## config.mk

```make
export PLATFORM = sky130hd
export DESIGN_NAME = inflight_instr_tracker
export DESIGN_NICKNAME = d
export VERILOG_FILES = /design/src/rtl/inflight_instr_tracker_pkg.sv /design/src/rtl/inflight_wf_counter.sv /design/src/rtl/inflight_instr_tracker.sv
export SDC_FILE = /design/constraint.sdc
export NUM_CORES = 1
export LEC_CHECK = 0
export ABC_AREA = 1
export CORE_AREA = 2 2 311 221
export CTS_CLUSTER_SIZE = 12
export DETAILED_ROUTE_END_ITERATION = 8
export DIE_AREA = 0 0 313 223
export GPL_TIMING_DRIVEN = 0
export REMOVE_ABC_BUFFERS = 1
export SLEW_MARGIN = 0
export SYNTH_ARGS = -nofsm -noshare
export SYNTH_HDL_FRONTEND = slang
export SYNTH_HIERARCHICAL = 1
export SYNTH_SLANG_ARGS = --single-unit
```

## constraint.sdc

```tcl
create_clock -name clk -period 11.69 [get_ports clk]
set_input_delay 1.169 -clock clk [delete_from_list [all_inputs] [get_ports clk]]
set_output_delay 1.169 -clock clk [all_outputs]
set_load 0.05 [all_outputs]
```

## src/rtl/inflight_instr_tracker_pkg.sv

```systemverilog
// Shared defaults for the in-flight instruction tracker slice.
// Modules take these as parameter defaults so one edit retargets the whole block.
package inflight_instr_tracker_pkg;

   localparam int DEF_NUM_WF       = 40;
   localparam int DEF_WF_ID_W      = 6;
   localparam int DEF_CNT_W        = 4;
   localparam int DEF_MAX_INFLIGHT = 15;
   localparam int DEF_NUM_RETIRE   = 3;

   // Width needed to hold a per-cycle retire count of 0..num_retire.
   function automatic int dec_width(input int num_retire);
      return (num_retire < 1) ? 1 : $clog2(num_retire + 1);
   endfunction

endpackage

```

## src/rtl/inflight_wf_counter.sv

```systemverilog
// One wavefront's in-flight counter: saturating update, flush and error pulses.
// nxt_cnt is exported so the top can register a total that tracks the counters exactly.
module inflight_wf_counter
   import inflight_instr_tracker_pkg::*;
#(
   parameter int CNT_W        = DEF_CNT_W,
   parameter int MAX_INFLIGHT = DEF_MAX_INFLIGHT,
   parameter int DEC_W        = dec_width(DEF_NUM_RETIRE)
)(
   input  logic             clk,
   input  logic             rst,
   input  logic             inc,
   input  logic [DEC_W-1:0] dec,
   input  logic             flush,
   output logic [CNT_W-1:0] cnt,
   output logic [CNT_W-1:0] nxt_cnt,
   output logic             ovf_pulse,
   output logic             unf_pulse
);

   localparam logic signed [CNT_W+1:0] MAX_S = (CNT_W+2)'(MAX_INFLIGHT);

   logic                    active;
   logic signed [CNT_W+1:0] sum;
   logic                    over;
   logic                    under;

   assign active = inc | (dec != '0) | flush;
   assign sum    = {2'b00, cnt} + (CNT_W+2)'(inc) - (CNT_W+2)'(dec);
   assign over   = (sum > MAX_S);
   assign under  = sum[CNT_W+1];

   // Flush wins over everything and never reports an error.
   always_comb begin
      nxt_cnt   = cnt;
      ovf_pulse = 1'b0;
      unf_pulse = 1'b0;
      if (flush) begin
         nxt_cnt = '0;
      end else if (active) begin
         if (over) begin
            nxt_cnt   = CNT_W'(MAX_INFLIGHT);
            ovf_pulse = 1'b1;
         end else if (under) begin
            nxt_cnt   = '0;
            unf_pulse = 1'b1;
         end else begin
            nxt_cnt = sum[CNT_W-1:0];
         end
      end
   end

   always_ff @(posedge clk or negedge rst) begin
      if (!rst) begin
         cnt <= '0;
      end else if (active) begin
         cnt <= nxt_cnt;
      end
   end

endmodule

```

## src/rtl/inflight_instr_tracker.sv

```systemverilog
// Tracks issued-but-not-retired instructions per wavefront slot, flags empty/full
// slots, keeps a registered grand total and sticky over/underflow errors.
module inflight_instr_tracker
   import inflight_instr_tracker_pkg::*;
#(
   parameter int NUM_WF       = DEF_NUM_WF,
   parameter int WF_ID_W      = DEF_WF_ID_W,
   parameter int CNT_W        = DEF_CNT_W,
   parameter int MAX_INFLIGHT = DEF_MAX_INFLIGHT,
   parameter int NUM_RETIRE   = DEF_NUM_RETIRE,
   localparam int TOT_W       = $clog2(NUM_WF*MAX_INFLIGHT+1)
)(
   input  logic                          clk,
   input  logic                          rst,
   input  logic                          issued_en,
   input  logic [WF_ID_W-1:0]            issued_wfid,
   input  logic [NUM_RETIRE-1:0]         retire_en,
   input  logic [NUM_RETIRE*WF_ID_W-1:0] retire_wfid,
   input  logic                          flush_en,
   input  logic [WF_ID_W-1:0]            flush_wfid,
   input  logic                          err_clr,
   output logic [NUM_WF-1:0]             no_inflight_flag,
   output logic [NUM_WF-1:0]             max_inflight_flag,
   output logic [TOT_W-1:0]              total_inflight,
   output logic                          err_overflow,
   output logic                          err_underflow
);

   localparam int DEC_W = dec_width(NUM_RETIRE);

   logic [CNT_W-1:0]  cnt     [NUM_WF];
   logic [CNT_W-1:0]  nxt_cnt [NUM_WF];
   logic [NUM_WF-1:0] ovf_pulse;
   logic [NUM_WF-1:0] unf_pulse;
   logic [TOT_W-1:0]  total_nxt;

   // Ids >= NUM_WF match no slot, so out-of-range events fall away naturally.
   for (genvar w = 0; w < NUM_WF; w++) begin : g_slot
      logic             inc;
      logic             flush;
      logic [DEC_W-1:0] dec;

      always_comb begin
         inc   = issued_en && (issued_wfid == WF_ID_W'(w));
         flush = flush_en && (flush_wfid == WF_ID_W'(w));
         dec   = '0;
         for (int k = 0; k < NUM_RETIRE; k++) begin
            if (retire_en[k] && (retire_wfid[k*WF_ID_W +: WF_ID_W] == WF_ID_W'(w))) begin
               dec = dec + DEC_W'(1);
            end
         end
      end

      inflight_wf_counter #(
         .CNT_W        (CNT_W),
         .MAX_INFLIGHT (MAX_INFLIGHT),
         .DEC_W        (DEC_W)
      ) u_cnt (
         .clk       (clk),
         .rst       (rst),
         .inc       (inc),
         .dec       (dec),
         .flush     (flush),
         .cnt       (cnt[w]),
         .nxt_cnt   (nxt_cnt[w]),
         .ovf_pulse (ovf_pulse[w]),
         .unf_pulse (unf_pulse[w])
      );

      assign no_inflight_flag[w]  = (cnt[w] == '0);
      assign max_inflight_flag[w] = (cnt[w] == CNT_W'(MAX_INFLIGHT));
   end

   always_comb begin
      total_nxt = '0;
      for (int w = 0; w < NUM_WF; w++) begin
         total_nxt = total_nxt + TOT_W'(nxt_cnt[w]);
      end
   end

   // A new error in the same cycle as err_clr keeps the flag set.
   always_ff @(posedge clk or negedge rst) begin
      if (!rst) begin
         total_inflight <= '0;
         err_overflow   <= 1'b0;
         err_underflow  <= 1'b0;
      end else begin
         total_inflight <= total_nxt;
         if (|ovf_pulse)   err_overflow  <= 1'b1;
         else if (err_clr) err_overflow  <= 1'b0;
         if (|unf_pulse)   err_underflow <= 1'b1;
         else if (err_clr) err_underflow <= 1'b0;
      end
   end

endmodule

```

Yosys cells after proc, flatten, opt, wreduce, memory -nomap -nowiden. Cells that the tools add are included. W data, S select, Z words.

Add/sub/neg operators: 199. Order comparisons: 40. Equal/unequal tests: 235. Multiplexer cells: 563. Bitwise logic cells: 80. Reduce and logical (&&, ||, !) cells: 289.

Operator list (number): $mux W4 (160); $eq A6 B5 Y1 const B (80); $add A10 B4 Y10 (33); $mux W1 (323); $eq A6 B4 Y1 const B (40); $eq A6 B6 Y1 const B (40); $gt A6 B5 Y1 const B (40); $sub A6 B2 Y6 (40); $add A4 B1 Y5 (40); $logic_and A1 B1 Y1 (200); $add A2 B1 Y2 const B (80); $eq A4 B4 Y1 const B (40); $logic_not A4 Y1 (40); $mux W2 (80); $eq A6 B3 Y1 const B (20); $reduce_bool A2 Y1 (42); $or A1 B1 Y1 (80); $reduce_or A40 Y1 (2); $eq A6 B2 Y1 const B (10); $eq A6 B1 Y1 const B (5); $logic_not A6 Y1 (5); $add A9 B4 Y10 (1); $add A8 B4 Y9 (1); $add A7 B4 Y8 (1); 3 further kinds (3).

Register bits: 172. Output and inout bits: 92. Logic and storage cells: 1449.

Longest topological paths before layout.
Word-level depth: 51. Gate-level depth with buffers: 47. Depth with buffers taken out: 47.

Hierarchy. Netlist, hierarchy kept.

Modules (own cells, without submodules): inflight_wf_counter (times used 40, cells an instance 74, area an instance 501.7 µm²); inflight_instr_tracker (times used 1, cells an instance 1436, area an instance 9731.8 µm²).

Least setup slack after synthesis. Ideal clock, no wire load.

Kind: input to register. Start: input port retire_wfid[10]. End: register total_inflight[8]. Data arrival time: 8.935 ns. Slack: 2.639 ns. Cell stages on the path: 43. Path through: nor3_2 > inv_1 > buf_2 > nor2_1 > inv_1 > ha_1 > xnor2_1 > ha_1 > inv_1 > ha_1 > inv_1 > fa_1 > inv_1 > nand2_1 > nand2_1 > nand2_1 > nand2_1 > nand2_2 > [7 not listed] > fa_1 > inv_1 > fa_1 > inv_1 > fa_1 > fa_1 > fa_1 > inv_1 > fa_1 > inv_1 > ha_1 > fa_1 > nand2_1 > nand2_1 > nand3b_1 > nand2_1 > nand2_1 > nand2_1.

RTL lines: start: declaration (line inflight_instr_tracker.sv:18) `input logic [NUM_RETIRE*WF_ID_W-1:0] retire_wfid,`; end signal: assignment (line inflight_instr_tracker.sv:88) `total_inflight <= total_nxt;`; end: declaration (line inflight_instr_tracker.sv:24) `output logic [TOT_W-1:0] total_inflight,`.

==> summary.md <==
| Metric | Value |
|---|---|
| Post-CTS Resized | `0` |
| Synth Area in Adders | `31.6%` |
| Post-Synthesis Cells | `4396` |
| FF+latch count, synth | `172` |
| Post-synthesis mux area share | `0%` |
| Status | `complete, no violations` |
| Hold Buf Count CTS | `0` |
| Nets | `5208` |
| Worst min-delay path category | `input port to asynchronous set/reset pin` |
| Maximum fanout along the worst path | `12` |
| Diodes inserted | `0` |
| Die width | `313 µm` |
| Fin. max-slew vios | `0` |
| DP Wirelength | `76.0 mm` |
| CP dominant cell by count | `nand2_1` |
| WP data arrival | `10930 ps` |
| Initial Util | `around 44%` |
| FMAX | `95.0 MHz` |
| Sum of negative setup slack | `0 ps` |
| Post-route antenna net violation count | `0` |
| DR WL/cell | `16.0 µm` |
| Compound-Gate Fraction of Synth Area | `2.94%` |
| Slew @ Worst Pin | `between 1000 and 1500 ps` |
| CTS tree | `done` |
| Final worst-path cycle share | `90.0%` |
| Gp weighted congestion | `0.985` |
| 1st-iter DRT viols | `2414` |
| Synth Area in XOR/XNOR | `1.41%` |
| CTS Buffer Depth | `2` |
| CTS sink count | `172` |
| Worst stage delay on the critical path | `600 ps` |
| Met3 WL post-DR | `7.43 mm` |
| Drt first pass iters | `6` |
| Synthesized area | `29800 µm²` |
| CTS H-Tree Depth | `4` |
| First-pass GRT wire length | `136 mm` |
| Syn-to-layout area delta | `10.3%` |
| Die height | `223 µm` |
| RSZ-0062 raised after global routing | `no` |
| Synthesis Warnings | `6` |
| Max Cap Viol | `0` |
| Setup crit start kind | `input port` |
| Met2 WL | `34.3 mm` |
| Die Area | `~70000 µm²` |
| Fraction of layout cells with a size suffix above 1 | `6.95%` |
| Vias in the first global route | `approximately 24000` |
| Vias post-DR | `25800` |
| Tmin final | `between 10000 and 15000 ps` |
| Initial antenna violation count | `3` |
| Slowest cell on crit path | `clkdlybuf4s50_1` |
| Endpoint class of the critical path | `flop` |
| Clock skew | `14.6 ps` |
| Core ar. | `roughly 67000 µm²` |
| Clock Pin Slew Worst Setup and Hold Paths | `around 80 ps` |
| Post-CTS setup buffer count | `0` |
| Total length of routed wires | `87.5 mm` |
| Highest routed layer | `met5` |
| CTS root buf | `clkbuf_16` |
| Rows | `80` |
| Final Hold Vio Count | `0` |
| Mean area per synthesized cell | `approximately 6.8 µm²` |
| Clock Latency Late Sink | `around 530 ps` |
| Number of I/O port buffers | `129` |
| Number of CTS-inserted buffers | `17` |
| Final number of setup-violating endpoints | `0` |
| Largest net degree at the start of global routing | `73` |
| Worst path required time | `12100 ps` |
| All-Layer GR Usage | `25.8%` |
| Residual DRC | `0` |
| Number of vias per cell | `~4.7` |
| Critical path class | `input port to flop` |
| Largest family of logic cells by synthesized area | `simple AND/OR/NAND/NOR gates` |
| Distinct cells, synth | `30` |
| Met1 Routed Length | `43.9 mm` |
| Seq/Total Area, Yosys | `14.4%` |
| I/O pin cnt | `between 100 and 150` |
| Slew headroom | `23.2%` |
| Post-synthesis simple-gate area fraction | `between 30 and 40%` |
| Overflow after GRT | `0` |
==> cell usage in the layout, fill, tap and decap left out, drive strengths merged <==
master         Yosys  final
a21oi             45     45
buf                5      3
bufinv             0      5
clkbuf             4     18
clkdlybuf4s50      0    128
clkinv             0      2
clkinvlp           0      4
dfrtp            172    172
fa               201    201
ha               432    432
inv              959    962
nand2           1772   1772
nand3             91     91
nand3b            43     43
nand4              3      3
nor2             497    497
nor3               3      3
nor3b             40     40
nor4              40     40
o21a               2      2
o21ai             37     37
or2                2      2
xnor2             27     27
xor2              21     21
==> through the flow <==
| stage | cell area [µm²] | instances | setup slack (ps) | utilization (%) | hold slack (ps) |
|---|---|---|---|---|---|
| floorplan | 29800 | 4387 | 2690 | - | 518 |
| global placement | 32200 | 5418 | 764 | 47.9 | 552 |
| detailed placement | 32200 | 5420 | 745 | 48.0 | 557 |
| CTS | 32900 | 5452 | 1280 | 49.0 | 516 |
| global route | 32900 | 5452 | 655 | 49.0 | 543 |
| finish | 32900 | 5452 | 1170 | 49.0 | 523 |
==> critical path, delay by kind of cell <==
kind          cells  cell delay (ps)
xor+xnor          1              410
fa+ha+maj        14             6050
buf+inv          13             1420
simple gates     17             1850
==> flip-flops by register name, indices dropped and copies added (netlist names) <==
| signal | cells |
|---|---|
| g_slot.u_cnt/cnt | 160 |
| err_overflow | 1 |
| err_underflow | 1 |
| total_inflight | 10 |
==> worst paths after layout <==
check / start / to / slack (ps) / depth (start not counted)
min in group clk: g_slot[5].u_cnt/cnt[1] / g_slot[5].u_cnt/cnt[1] / 570 / 2
hold / removal: rst / g_slot[36].u_cnt/cnt[3] / 520 / 1
max in group asynchronous: rst / g_slot[12].u_cnt/cnt[0] / 10420 / 2
hold reg to reg: g_slot[5].u_cnt/cnt[1] / g_slot[5].u_cnt/cnt[1] / 570 / 2
setup / recovery: retire_wfid[4] / total_inflight[8] / 1170 / 45
setup reg to reg: g_slot[20].u_cnt/cnt[1] / total_inflight[8] / 3850 / 31
==> routing by layer <==
metal | vias to the layer above | global-route usage, %
li1 | 13300 | -
met1 | 11700 | 39.0
met2 | 707 | 36.0
met3 | 81 | 6.40
met4 | 6 | 6.50
met5 | - | 0
==> cell usage after synthesis <==
master | n | share of area (%)
nand2_1 | 1652 | 21
inv_1 | 923 | 12
nor2_1 | 496 | 6.2
ha_1 | 432 | 18
fa_1 | 201 | 14
dfrtp_1 | 172 | 14
nand2_2 | 80 | 1.7
nand3_1 | 51 | 0.86
nand3b_1 | 43 | 1.1
a21oi_4 | 40 | 2.2
nand2_4 | 40 | 1.5
nand3_4 | 40 | 2.4
nor3b_2 | 40 | 1.7
nor4_1 | 40 | 0.84
inv_2 | 36 | 0.45
xnor2_1 | 27 | 0.79
xor2_1 | 21 | 0.62
o21ai_1 | 20 | 0.34
o21ai_0 | 17 | 0.29
a21oi_1 | 5 | 0.084
clkbuf_1 | 4 | 0.050
buf_2 | 3 | 0.050
nand4_1 | 3 | 0.063
nor3_4 | 2 | 0.11
o21a_1 | 2 | 0.050
or2_2 | 2 | 0.042
buf_4 | 1 | 0.025
buf_6 | 1 | 0.038
nor2_2 | 1 | 0.021
nor3_2 | 1 | 0.034
==> area by class of cell <==
class | count | area [µm²]
sequential | 172 | 4300
timing repair buffer | 131 | 1350
multi-input combinational | 3256 | 21800
inverter | 959 | 3600
clock inverter | 14 | 216
fill | 6891 | 34300
tap | 902 | 1130
clock buffer | 18 | 429
==> cells by family after synthesis <==
family                   Yosys count
AO/OA/AOI/OAI                     84
adder cells (fa/ha/maj)          633
buffers and inverters            968
XOR/XNOR                          48
flip-flops                       172
AND/OR/NAND/NOR                 2491
Power is left out: the tool's default activity adds up to more than one toggle a clock period on the data nets, which glitch-free logic cannot reach.
